==> src/rtl/xor_stream_cipher.sv <==
// -----------------------------------------------------------------------------
// xor_stream_cipher
//   Streaming XOR encrypt/decrypt engine. Encryption and decryption are the
//   same operation. The key is loaded one word at a time and is then used in
//   one of two ways: as a rotating static key, or as the seed of a Galois LFSR
//   keystream. Both the input and output sides use valid/ready handshakes,
//   and the output is a single registered pipeline stage.
//
// Parameters
//   DATA_W     data/key word width in bits
//   KEY_WORDS  key length in words; KW = KEY_WORDS*DATA_W is the LFSR width
//   LFSR_TAPS  Galois tap mask, KW bits wide
//
// Ports
//   clk        rising-edge clock
//   rst_n      asynchronous active-low reset
//   key_load   pulse: abort the current stream and start a key load
//   key_valid  qualifies key_word while loading
//   key_word   key word; the first word lands in key[DATA_W-1:0]
//   mode       0 = static rotating key, 1 = LFSR keystream (sampled on last word)
//   s_valid    input beat valid
//   s_data     plaintext/ciphertext in
//   s_ready    input beat accepted when s_valid & s_ready
//   m_valid    output beat valid
//   m_data     s_data XOR keystream word
//   m_ready    downstream accepts when m_valid & m_ready
//   key_ok     key loaded; stream running
// -----------------------------------------------------------------------------
module xor_stream_cipher #(
    parameter int unsigned                       DATA_W    = 8,
    parameter int unsigned                       KEY_WORDS = 4,
    parameter logic [KEY_WORDS*DATA_W-1:0]       LFSR_TAPS = 32'h80200003
) (
    input  logic              clk,
    input  logic              rst_n,
    input  logic              key_load,
    input  logic              key_valid,
    input  logic [DATA_W-1:0] key_word,
    input  logic              mode,
    input  logic              s_valid,
    input  logic [DATA_W-1:0] s_data,
    output logic              s_ready,
    output logic              m_valid,
    output logic [DATA_W-1:0] m_data,
    input  logic              m_ready,
    output logic              key_ok
);

    localparam int unsigned KW       = KEY_WORDS * DATA_W;
    localparam int unsigned IDX_W    = (KEY_WORDS > 1) ? $clog2(KEY_WORDS) : 1;
    localparam logic [IDX_W-1:0] LAST_IDX = IDX_W'(KEY_WORDS - 1);

    typedef enum logic [1:0] {
        ST_IDLE,
        ST_LOAD,
        ST_RUN
    } state_t;

    state_t state_q;
    state_t state_d;

    // Key storage, load word index, static-key stream index, LFSR, mode.
    logic [KEY_WORDS-1:0][DATA_W-1:0] key_q;
    logic [IDX_W-1:0]                 widx_q;
    logic [IDX_W-1:0]                 sidx_q;
    logic [KW-1:0]                    lfsr_q;
    logic                             mode_q;

    // Control strobes from the FSM.
    logic load_wr;
    logic load_last;
    logic accept;

    // Datapath helpers.
    logic [KEY_WORDS-1:0][DATA_W-1:0] key_merged;
    logic [KW-1:0]                    seed;
    logic [KW-1:0]                    lfsr_step;
    logic [IDX_W-1:0]                 sidx_next;
    logic [IDX_W-1:0]                 widx_next;
    logic [DATA_W-1:0]                ks;

    // -------------------------------------------------------------------------
    // State register
    // -------------------------------------------------------------------------
    always_ff @(posedge clk or negedge rst_n) begin
        if (!rst_n) begin
            state_q <= ST_IDLE;
        end else begin
            state_q <= state_d;
        end
    end

    // -------------------------------------------------------------------------
    // Next state and outputs. key_load wins over key_valid and s_valid in every
    // state, so s_ready is forced low in the cycle it is asserted.
    // -------------------------------------------------------------------------
    always_comb begin
        state_d   = state_q;
        key_ok    = 1'b0;
        s_ready   = 1'b0;
        load_wr   = 1'b0;
        load_last = 1'b0;
        accept    = 1'b0;

        case (state_q)
            ST_IDLE: begin
                if (key_load) begin
                    state_d = ST_LOAD;
                end
            end

            ST_LOAD: begin
                if (key_load) begin
                    state_d = ST_LOAD;
                end else if (key_valid) begin
                    load_wr = 1'b1;
                    if (widx_q == LAST_IDX) begin
                        load_last = 1'b1;
                        state_d   = ST_RUN;
                    end
                end
            end

            ST_RUN: begin
                key_ok = 1'b1;
                if (key_load) begin
                    state_d = ST_LOAD;
                end else begin
                    s_ready = ~m_valid | m_ready;
                    accept  = s_valid & s_ready;
                end
            end

            default: begin
                state_d = ST_IDLE;
            end
        endcase
    end

    // -------------------------------------------------------------------------
    // Datapath helpers
    // -------------------------------------------------------------------------
    always_comb begin
        // The seed must include the word arriving this cycle, which is not
        // yet in key_q.
        key_merged         = key_q;
        key_merged[widx_q] = key_word;
        seed               = (key_merged == '0) ? KW'(1) : key_merged;

        lfsr_step = (lfsr_q >> 1) ^ (lfsr_q[0] ? LFSR_TAPS : '0);

        sidx_next = (sidx_q == LAST_IDX) ? '0 : sidx_q + 1'b1;
        widx_next = (widx_q == LAST_IDX) ? '0 : widx_q + 1'b1;

        ks = mode_q ? lfsr_q[DATA_W-1:0] : key_q[sidx_q];
    end

    // -------------------------------------------------------------------------
    // Key, keystream and output registers
    // -------------------------------------------------------------------------
    always_ff @(posedge clk or negedge rst_n) begin
        if (!rst_n) begin
            key_q   <= '0;
            widx_q  <= '0;
            sidx_q  <= '0;
            lfsr_q  <= '0;
            mode_q  <= 1'b0;
            m_valid <= 1'b0;
            m_data  <= '0;
        end else if (key_load) begin
            // Abort: drop the pending output beat and any partial key.
            key_q   <= '0;
            widx_q  <= '0;
            sidx_q  <= '0;
            m_valid <= 1'b0;
        end else begin
            if (load_wr) begin
                key_q[widx_q] <= key_word;
                widx_q        <= widx_next;
                if (load_last) begin
                    mode_q <= mode;
                    lfsr_q <= seed;
                    sidx_q <= '0;
                end
            end

            if (accept) begin
                m_valid <= 1'b1;
                m_data  <= s_data ^ ks;
                if (mode_q) begin
                    lfsr_q <= lfsr_step;
                end else begin
                    sidx_q <= sidx_next;
                end
            end else if (m_ready) begin
                m_valid <= 1'b0;
            end
        end
    end

endmodule
==> config.mk <==
export PLATFORM = sky130hd
export DESIGN_NAME = xor_stream_cipher
export DESIGN_NICKNAME = d
export VERILOG_FILES = /design/src/rtl/xor_stream_cipher.sv
export SDC_FILE = /design/constraint.sdc
export NUM_CORES = 1
export LEC_CHECK = 0
export CAP_MARGIN = 15
export CELL_PAD_IN_SITES_DETAIL_PLACEMENT = 0
export CELL_PAD_IN_SITES_GLOBAL_PLACEMENT = 1
export CORE_MARGIN = 8
export CORE_UTILIZATION = 38
export DETAILED_ROUTE_END_ITERATION = 16
export DONT_BUFFER_PORTS = 1
export PLACE_DENSITY_LB_ADDON = 0.1
export SLEW_MARGIN = 20
export SYNTH_ARGS = -nofsm -noshare
export SYNTH_HDL_FRONTEND = slang
export SYNTH_SLANG_ARGS = --single-unit
==> constraint.sdc <==
create_clock -name clk -period 3.34 [get_ports clk]
set_input_delay 0.501 -clock clk [delete_from_list [all_inputs] [get_ports clk]]
set_output_delay 0.501 -clock clk [all_outputs]
set_load 0.01 [all_outputs]
* Word-level counts from Yosys, hierarchy flattened
Cells that the tools add are included.
** Operators by class
- Bitwise gates (word level) :: 6
- $add $sub $neg :: 2
- Equal/unequal tests :: 7
- Order comparisons :: 3
- Reductions and logical operators :: 9
- Multiplexer cells :: 43
** Operators with widths (count)
- 2-to-1 mux 32 bit :: 8
- bitwise mux 32 bit :: 1
- zero test 32 bit :: 1
- bitwise XOR 31 x 32 -> 32 bit :: 1
- 2-to-1 mux 2 bit :: 13
- 2-to-1 mux 8 bit :: 3
- binary-select mux 8 bit (select 2 bit) :: 1
- demux 8 bit (select 2 bit) :: 1
- 2-to-1 mux 1 bit :: 15
- bitwise XOR 8 bit :: 1
- equality test 2 bit (second input constant) :: 3
- less-than comparator 2 x 3 -> 1 bit (second input constant) :: 2
- != test 3 bit (second input constant) :: 2
- AND reduction 3 bit :: 2
- adder 2 x 1 -> 2 bit (second input constant) :: 2
- one-hot mux 2 bit (2 select lines) :: 1
- nonzero test 3 bit :: 1
- equality test 2 x 1 -> 1 bit (second input constant) :: 1
- >= comparator 2 x 1 -> 1 bit (second input constant) :: 1
- zero test 2 bit :: 1
- != test 2 x 1 -> 1 bit (second input constant) :: 1
- NOT 1 bit :: 2
- AND reduction 2 bit :: 1
- nonzero test 2 bit :: 1
- other kinds (4) :: 4
** Word-level totals
- Logic and storage cells :: 81
- Input bits :: 23
- Output and inout port bits :: 11
- Register bits after elaboration :: 80

* Logic depth before layout (Yosys ltp)
Gate-level depths: netlist of run 1.
- Word-level depth :: 11
- Gate-level depth with buffers :: 8
- Gate-level depth less buffers :: 7

* Least setup slack after synthesis of run 1
No wires, ideal clock.
- Kind :: register -> register
- Start point :: reg widx_q[0]
- End point :: reg lfsr_q[0]
- Path slack :: 1.636 ns
- Data required time :: 3.258 ns
- Buffers on the path :: 0
- Library setup time :: 0.082 ns
- Cell stages (with the launch flop) :: 8
- Clock period less this slack :: 1.704 ns
- Arrival time :: 1.622 ns
- Path through :: dfrtp_1 > inv_1 > ha_1 > mux2i_1 > o2111ai_1 > nor4_1 > nand4_1 > a31oi_1
** Between the ends
- Word-level cells in the longest chain between the ends :: 11
- Elaborated cells on any way between the ends :: 17
- Those cells by class :: 2 x order compare; 1 x eq/ne; 12 x mux; 2 x reduce/logical
** RTL lines
- start: declaration :: line 64 : logic [IDX_W-1:0] widx_q;
- start signal: assignment :: line 179 : widx_q <= widx_next;
- less-than comparator 2 x 3 -> 1 bit (implied by the code) or >= comparator 2 x 1 -> 1 bit (tied branches) :: line 147 : key_merged[widx_q] = key_word;
- logical AND 1 bit (implied by the code) :: line 147
- 2-to-1 mux 8 bit (implied by the code) :: line 147
- demux 8 bit (select 2 bit) :: line 147
- bitwise mux 32 bit :: line 147
- zero test 32 bit :: line 148 : seed = (key_merged == '0) ? KW'(1) : key_merged;
- 2-to-1 mux 32 bit :: line 148
- 2-to-1 mux 32 bit (*) :: line 180 : if (load_last) begin
- 2-to-1 mux 32 bit (*) :: line 177 : if (load_wr) begin
- 2-to-1 mux 32 bit :: line 190 : if (mode_q) begin
- 2-to-1 mux 32 bit (*) :: line 187 : if (accept) begin
- end signal: assignment :: line 191 : lfsr_q <= lfsr_step;
- end: declaration :: line 66 : logic [KW-1:0] lfsr_q;
Every way passes the cells marked *; elsewhere a longest branch is shown, timed or not.
A chain may end at the register's enable or synchronous reset.

* Worst setup path in the final report of run 1
Ends and elaborated chain as after synthesis.

==> flow_metrics.tcl, run 1 <==
set metrics [dict create \
    synthSimpleGateAreaFrac 0.168 \
    syn_inst 397 \
    powerDensity_mw_per_mm2 628 \
    cts_made_buffers 9 \
    drc_errors 0 \
    io_pins 34 \
    syn_to_final_growth_pct 8.00 \
    status "finished, final reports clean" \
    fin_crit_ns 2.33 \
    synth-main-ff-cell "dfrtp_1" \
    start_kind "register" \
    yosys_warnings 0 \
    crit_required_ns 3.60 \
    wire_per_inst_um 22.3 \
    via_per_inst 5.80 \
    io_buffer_count 0 \
    clk_pin_slew_ns 0.06 \
    p_sw_frac 0.276 \
    slew_viol_final 0 \
    post-route-util 0.418 \
    p_comb_frac 0.187 \
    tightest_slew_ns 0.877 \
    fin_worst_skew_ns 0.00706 \
    async_flop_share 1.00 \
    relSlewSlack 0.415 \
    synth_edf_count 0 \
    end_kind "register" \
    cp.arrival_ns 2.58 \
    synth_compound_area_frac 0.153 \
    ys_types 43 \
    p_seq_frac 0.457 \
    wl_mm 11.7 \
    num_antenna_cells 0 \
    yosys-top-cells-count "80 x dfrtp_1, 41 x mux2i_1, 30 x nand3b_1, 30 x o21ai_0, 29 x nand2_1" \
    post-route-period-util 0.696 \
    r2r_end "lfsr_q[0]" \
    critical_path_class "reg2reg" \
    reg2reg_from "widx_q[0]" \
    synth_top_family_by_area "simple AND/OR/NAND/NOR gates" \
    grt_antenna_before_repair 0 \
    grt_pass1_wl_mm 18.8 \
    final_nets 407 \
    cts.sink_count 80 \
    p_sw_w 0.000819 \
    r2r_cells 7 \
    fp.dieH_um 123 \
    ys_ff_latch 80 \
    die_x_um 123 \
    core_mm2 0.0113 \
    clk_latency_ns 0.34 \
    cellInternalPower_w 0.00215 \
    synth.cell_area_mm2 0.00438 \
    finalHoldViolations 0 \
    synthAdderAreaFrac 0.0171 \
    clockBufferDepth 2 \
    dr.pass1.iters 4 \
    clock_power_share 0.356 \
    place_area_mm2 0.00438 \
    synth_most_common_cell "dfrtp_1" \
    syn-num-nets 426 \
    first_iter_violations 225 \
    cts_tree "built" \
    hp-class "in2async" \
    synth_largest_area_cell "dfrtp_1" \
    synth_xor_area_frac 0.0200 \
    grt_pass1_vias 3146 \
    rsz0062_at_grt "false" \
    maxCapViolCount 0 \
    muxShareOfSynthArea 0.135 \
    fmax_ghz 0.430 \
    layout-drive-gt1-share 0.209 \
    die_area_mm2 0.0152 \
    grt_usage 0.163 \
    crit_fanout 13 \
    synth_area_leaders "dfrtp_1 46%, mux2i_1 9.4%, o221a_2 6.9%, nand3b_1 5.1%, mux4_2 4.1%" \
    synth_top_area_frac 0.457 \
    htreeDepth 3 \
    vias 3052 \
    gp_congestion 0.844 \
    grt_max_degree 81 \
    power_leakage_nw 1.90 \
    place_hpwl_mm 7.79 \
    setup_viol 0 \
    ir_drop_mv 0.219 \
    r2r_setup_slack_ns 1.01 \
    syn_avg_cell_area_um2 11.0 \
    rows 39 \
    synth-seq-area-share 0.457 \
    timing.setup.tns_ns 0 \
    antenna_left 0 \
    grt.overflow.total 0 \
    final_area_mm2 0.00473 \
    root_buffer "clkbuf_16" \
    start_util 0.387 \
]
## per-layer routing
| layer | share of wire | GRT usage | vias up | wire length [um] |
|---|---|---|---|---|
| li1 | - | - | 1435 | - |
| met1 | 0.47 | 0.220 | 1541 | 5460 |
| met2 | 0.47 | 0.254 | 66 | 5550 |
| met3 | 0.051 | 0.0388 | 10 | 603 |
| met4 | 0.010 | 0.0512 | 0 | 123 |
| met5 | 0 | 0 | - | 0 |
## power groups by stage
stage	clock, W	combinational (W)	sequential [W]
detailed placement	0	0.000539	0.00138
global placement	0	0.000531	0.00137
finish	0.00106	0.000557	0.00136
global route	0.00112	0.000616	0.00138
floorplan	0	0.000483	0.00130
CTS	0.00107	0.000564	0.00136
## cell type report
| type | count | area, um2 |
|---|---|---|
| fill | 1077 | 6590 |
| multi-input combinational | 279 | 2160 |
| sequential | 80 | 2000 |
| clock buffer | 14 | 284 |
| tap | 143 | 179 |
| timing repair buffer | 4 | 50.0 |
| clock inverter | 2 | 35.0 |
| inverter | 4 | 15.0 |
## layout by cell type (no fill, tap or decap), drive strengths merged, types with 3 or more instances in the layout
master,synthesis,final
a21oi,7,7
o221a,29,29
xor2,10,10
mux4,8,8
nand3b,30,30
nand2,51,51
dfrtp,80,80
inv,4,4
nor3b,3,3
buf,19,4
o21ai,40,40
o22ai,4,4
mux2i,41,41
nor3,4,4
nor2,11,11
clkbuf,15,14
nor4,9,9
ha,6,6
## cell families after synthesis
logic type | Yosys count
XOR/XNOR | 10
AO/OA/AOI/OAI | 91
AND/OR/NAND/NOR | 123
adder cells (fa/ha/maj) | 6
multiplexers | 49
buffers and inverters | 38
flip-flops | 80
## worst max-delay path by stage
stage / from / to / slack [ns] / depth (start not counted)
after floorplan: widx_q[0] / lfsr_q[0] / 1.64 / 7
after global placement: widx_q[0] / lfsr_q[0] / 1.12 / 7
after detailed placement: widx_q[0] / lfsr_q[0] / 1.02 / 7
after CTS: widx_q[0] / lfsr_q[0] / 1.02 / 7
after global routing: widx_q[0] / lfsr_q[0] / 0.83 / 7
final: widx_q[0] / lfsr_q[0] / 1.01 / 7
## stage by stage
step           cells  power (W)  hold slack, ns  setup slack (ns)
2_1_floorplan    397    0.00179           0.205              1.64
6_report         526    0.00297          0.0732              1.01
3_5_place_dp     509    0.00191           0.209              1.02
3_3_place_gp     509    0.00190           0.208              1.12
4_1_cts          526    0.00300          0.0825              1.02
5_1_grt          526    0.00312          0.0971             0.830
## flip-flops by register name, summed over array words and instances, names as in the netlist
register,count
key_q,32
lfsr_q,32
m_data,8
sidx_q,2
state_q,2
widx_q,2
m_valid,1
mode_q,1
## worst max-delay path, cell delays in order, from the launching register on
cell and delay (ns):
dfrtp_1 0.42, inv_1 0.12, ha_1 0.59, mux2i_1 0.39, o2111ai_1 0.16, nor4_1 0.26, nand4_1 0.13, a31oi_1 0.18
## repair_timing
item	CTS	global route
endpoints found under the setup margin	0	0
resized for setup	0	0
buffers inserted	0	0
endpoints found under the hold margin	80	0
hold buffers	1	0
No activity file was read; power rests on OpenSTA's default activity.
==> inputs of run 2 (changes only) <==
--- a/config.mk
+++ b/config.mk
@@ -5,6 +5,7 @@
 export SDC_FILE = /design/constraint.sdc
 export NUM_CORES = 1
 export LEC_CHECK = 0
+export ABC_AREA = 1
 export CAP_MARGIN = 15
 export CELL_PAD_IN_SITES_DETAIL_PLACEMENT = 0
 export CELL_PAD_IN_SITES_GLOBAL_PLACEMENT = 1
==> constraint.sdc (replaced) <==
create_clock -name clk -period 2 [get_ports clk]
set_input_delay 0.3 -clock clk [delete_from_list [all_inputs] [get_ports clk]]
set_output_delay 0.3 -clock clk [all_outputs]
set_load 0.01 [all_outputs]
==> run 2 against run 1 <==
  * The run now ends with hold timing left
  * Die area increased by 0.72%
  * Register-to-register slack got worse by 0.87 ns
  * Clock power increased by 61%
  * First-iteration DRC count increased by 20%
  * Wire length increased by 13%
  * Flip-flop and latch count unchanged
  * Largest cell class unchanged
==> flow_metrics.tcl, run 2 <==
set metrics [dict create \
    grt_usage 0.180 \
    slew_viol_final 0 \
    synth-seq-area-share 0.454 \
    p_sw_frac 0.397 \
    syn-num-nets 604 \
    clk_pin_slew_ns 0.06 \
    io_pins 34 \
    start_util 0.388 \
    die_x_um 124 \
    final_nets 605 \
    htreeDepth 3 \
    ys_types 26 \
    synth_most_common_cell "nand2_1" \
    maxCapViolCount 0 \
    stdcell_count 724 \
    dr.pass1.iters 5 \
    synth_top_family_by_area "compound AO/OA/AOI/OAI gates" \
    yosys_warnings 0 \
    relSlewSlack 0.610 \
    crit_required_ns 2.28 \
    synthAdderAreaFrac 0.0170 \
    synth_xor_area_frac 0.0218 \
    finalHoldViolations 80 \
    cellInternalPower_w 0.00428 \
    gp_congestion 0.852 \
    synth-main-ff-cell "dfrtp_1" \
    clock_power_share 0.241 \
    synth_area_leaders "dfrtp_1 45%, nand2_1 13%, o21ai_0 9.4%, inv_1 5.9%, a21oi_1 4.0%" \
    fill_cells 1163 \
    syn_avg_cell_area_um2 7.68 \
    drc_errors 0 \
    grt_antenna_before_repair 0 \
    syn_to_final_growth_pct 14.7 \
    p_seq_frac 0.348 \
    antenna_left 0 \
    crit_fanout 7 \
    clockBufferDepth 2 \
    ys_ff_latch 80 \
    post-route-util 0.445 \
    p_comb_frac 0.411 \
    hp-class "in2async" \
    cts_made_buffers 9 \
    io_buffer_count 0 \
    powerDensity_mw_per_mm2 1400 \
    synth.cell_area_mm2 0.00441 \
    via_per_inst 5.30 \
    grt.overflow.total 0 \
    fin_crit_ns 1.85 \
    fin_worst_skew_ns 0.00536 \
    end_kind "register" \
    synth_largest_area_cell "dfrtp_1" \
    layout_commonest_cell "nand2_1" \
    die_area_mm2 0.0153 \
    hold_ws_ns -0.352 \
    post-route-period-util 0.925 \
    muxShareOfSynthArea 0 \
    place_inst 701 \
    rows 39 \
    root_buffer "clkbuf_16" \
    first_iter_violations 269 \
    cts.sink_count 80 \
    violations "hold timing" \
    fp.dieH_um 124 \
    syn_inst 575 \
    tightest_slew_ns 0.585 \
    synth_compound_area_frac 0.231 \
    core_mm2 0.0114 \
    start_kind "register" \
    layout-drive-gt1-share 0.134 \
    wire_per_inst_um 18.3 \
    ir_drop_mv 0.489 \
    r2r_cells 12 \
    fin_total_pwr_w 0.00710 \
    cts_tree "built" \
    yosys-top-cells-count "155 x nand2_1, 83 x o21ai_0, 80 x dfrtp_1" \
    clk_latency_ns 0.34 \
    power_leakage_nw 2.49 \
    critical_path_class "reg2reg" \
    setup_viol 0 \
    p_sw_w 0.00282 \
    cp.arrival_ns 2.13 \
    synth_edf_count 0 \
    final_cell_mix "150 x nand2_1, 78 x dfrtp_1, 76 x o21ai_0" \
    grt_pass1_vias 3617 \
    grt_max_degree 81 \
    reg_top3 "key_q: 32 flops, lfsr_q: 32 flops, m_data: 8 flops" \
    status "finished, violations left" \
    fmax_ghz 0.540 \
    vias 3835 \
    synthSimpleGateAreaFrac 0.176 \
    wl_mm 13.3 \
    async_flop_share 1.00 \
    place_hpwl_mm 8.85 \
    synth_top_area_frac 0.454 \
    num_antenna_cells 0 \
    grt_pass1_wl_mm 20.9 \
    timing.setup.tns_ns 0 \
]
==> run 2: kinds of logic after synthesis <==
family / Yosys count
compound gates: 176
xor+xnor: 11
simple gates: 194
fa+ha+maj: 6
flops: 80
buf+inv: 108
==> run 2: timing repair <==
action / in CTS / in global routing
hold endpoints to repair: 80 / 80
setup endpoints to repair: 1 / 3
pin swaps: 0 / 8
setup buffers: 0 / 7
cloned: 0 / 0
resized for setup: 1 / 38
==> run 2: layout make-up <==
cell class | count | area (um2) | area share
clock buffers | 13 | 260 | 0.0514
clock inverters | 3 | 40.0 | 0.00791
inverters | 71 | 275 | 0.0544
multi-input cells | 387 | 2060 | 0.407
flip-flops and latches | 80 | 2000 | 0.396
well taps | 143 | 179 | 0.0353
repair buffers | 27 | 244 | 0.0482
==> run 2: worst max-delay path, stage by stage, from the launching register on <==
cell and delay [ns]:
dfrtp_2 0.45, clkinvlp_4 0.18, ha_4 0.22, buf_4 0.15, o21ai_2 0.15, nand2_1 0.09
nor2_1 0.10, nand2_1 0.07, nor2_1 0.09, nand2_1 0.05, nand2_1 0.05, nand2_1 0.06
a21oi_2 0.11
==> run 2: worst paths after layout <==
check,from,endpoint,slack [ns]
setup / recovery,widx_q[0],lfsr_q[0],0.15
hold / removal,rst_n,lfsr_q[28],-0.35
setup reg to reg,widx_q[0],lfsr_q[0],0.15
hold reg to reg,lfsr_q[8],lfsr_q[7],0.50
max in group asynchronous,rst_n,widx_q[0],2.21
min in group clk,key_load,sidx_q[1],0.02
==> run 2: routing by layer <==
metal,part of all wire,vias to the layer above,track usage
li1,-,1890,-
met3,0.047,20,0.0281
met2,0.44,87,0.261
met1,0.49,1838,0.257
met5,0,-,0
met4,0.028,0,0.0828
==> run 2: power by group through the flow <==
| stage | registers [W] | logic, W | clock network (W) |
|---|---|---|---|
| floorplan | 0.00234 | 0.00191 | 0 |
| global placement | 0.00245 | 0.00258 | 0 |
| detailed placement | 0.00246 | 0.00259 | 0 |
| CTS | 0.00243 | 0.00261 | 0.00175 |
| global route | 0.00253 | 0.00330 | 0.00180 |
| finish | 0.00247 | 0.00292 | 0.00171 |
==> run 2: metrics by stage <==
step	cell area (um2)	worst slack (ns)
after floorplan	4410	0.331
after global placement	4610	-0.0664
after detailed placement	4610	-0.0719
after CTS	4910	0.0150
after global routing	5060	-0.0285
final	5060	0.150
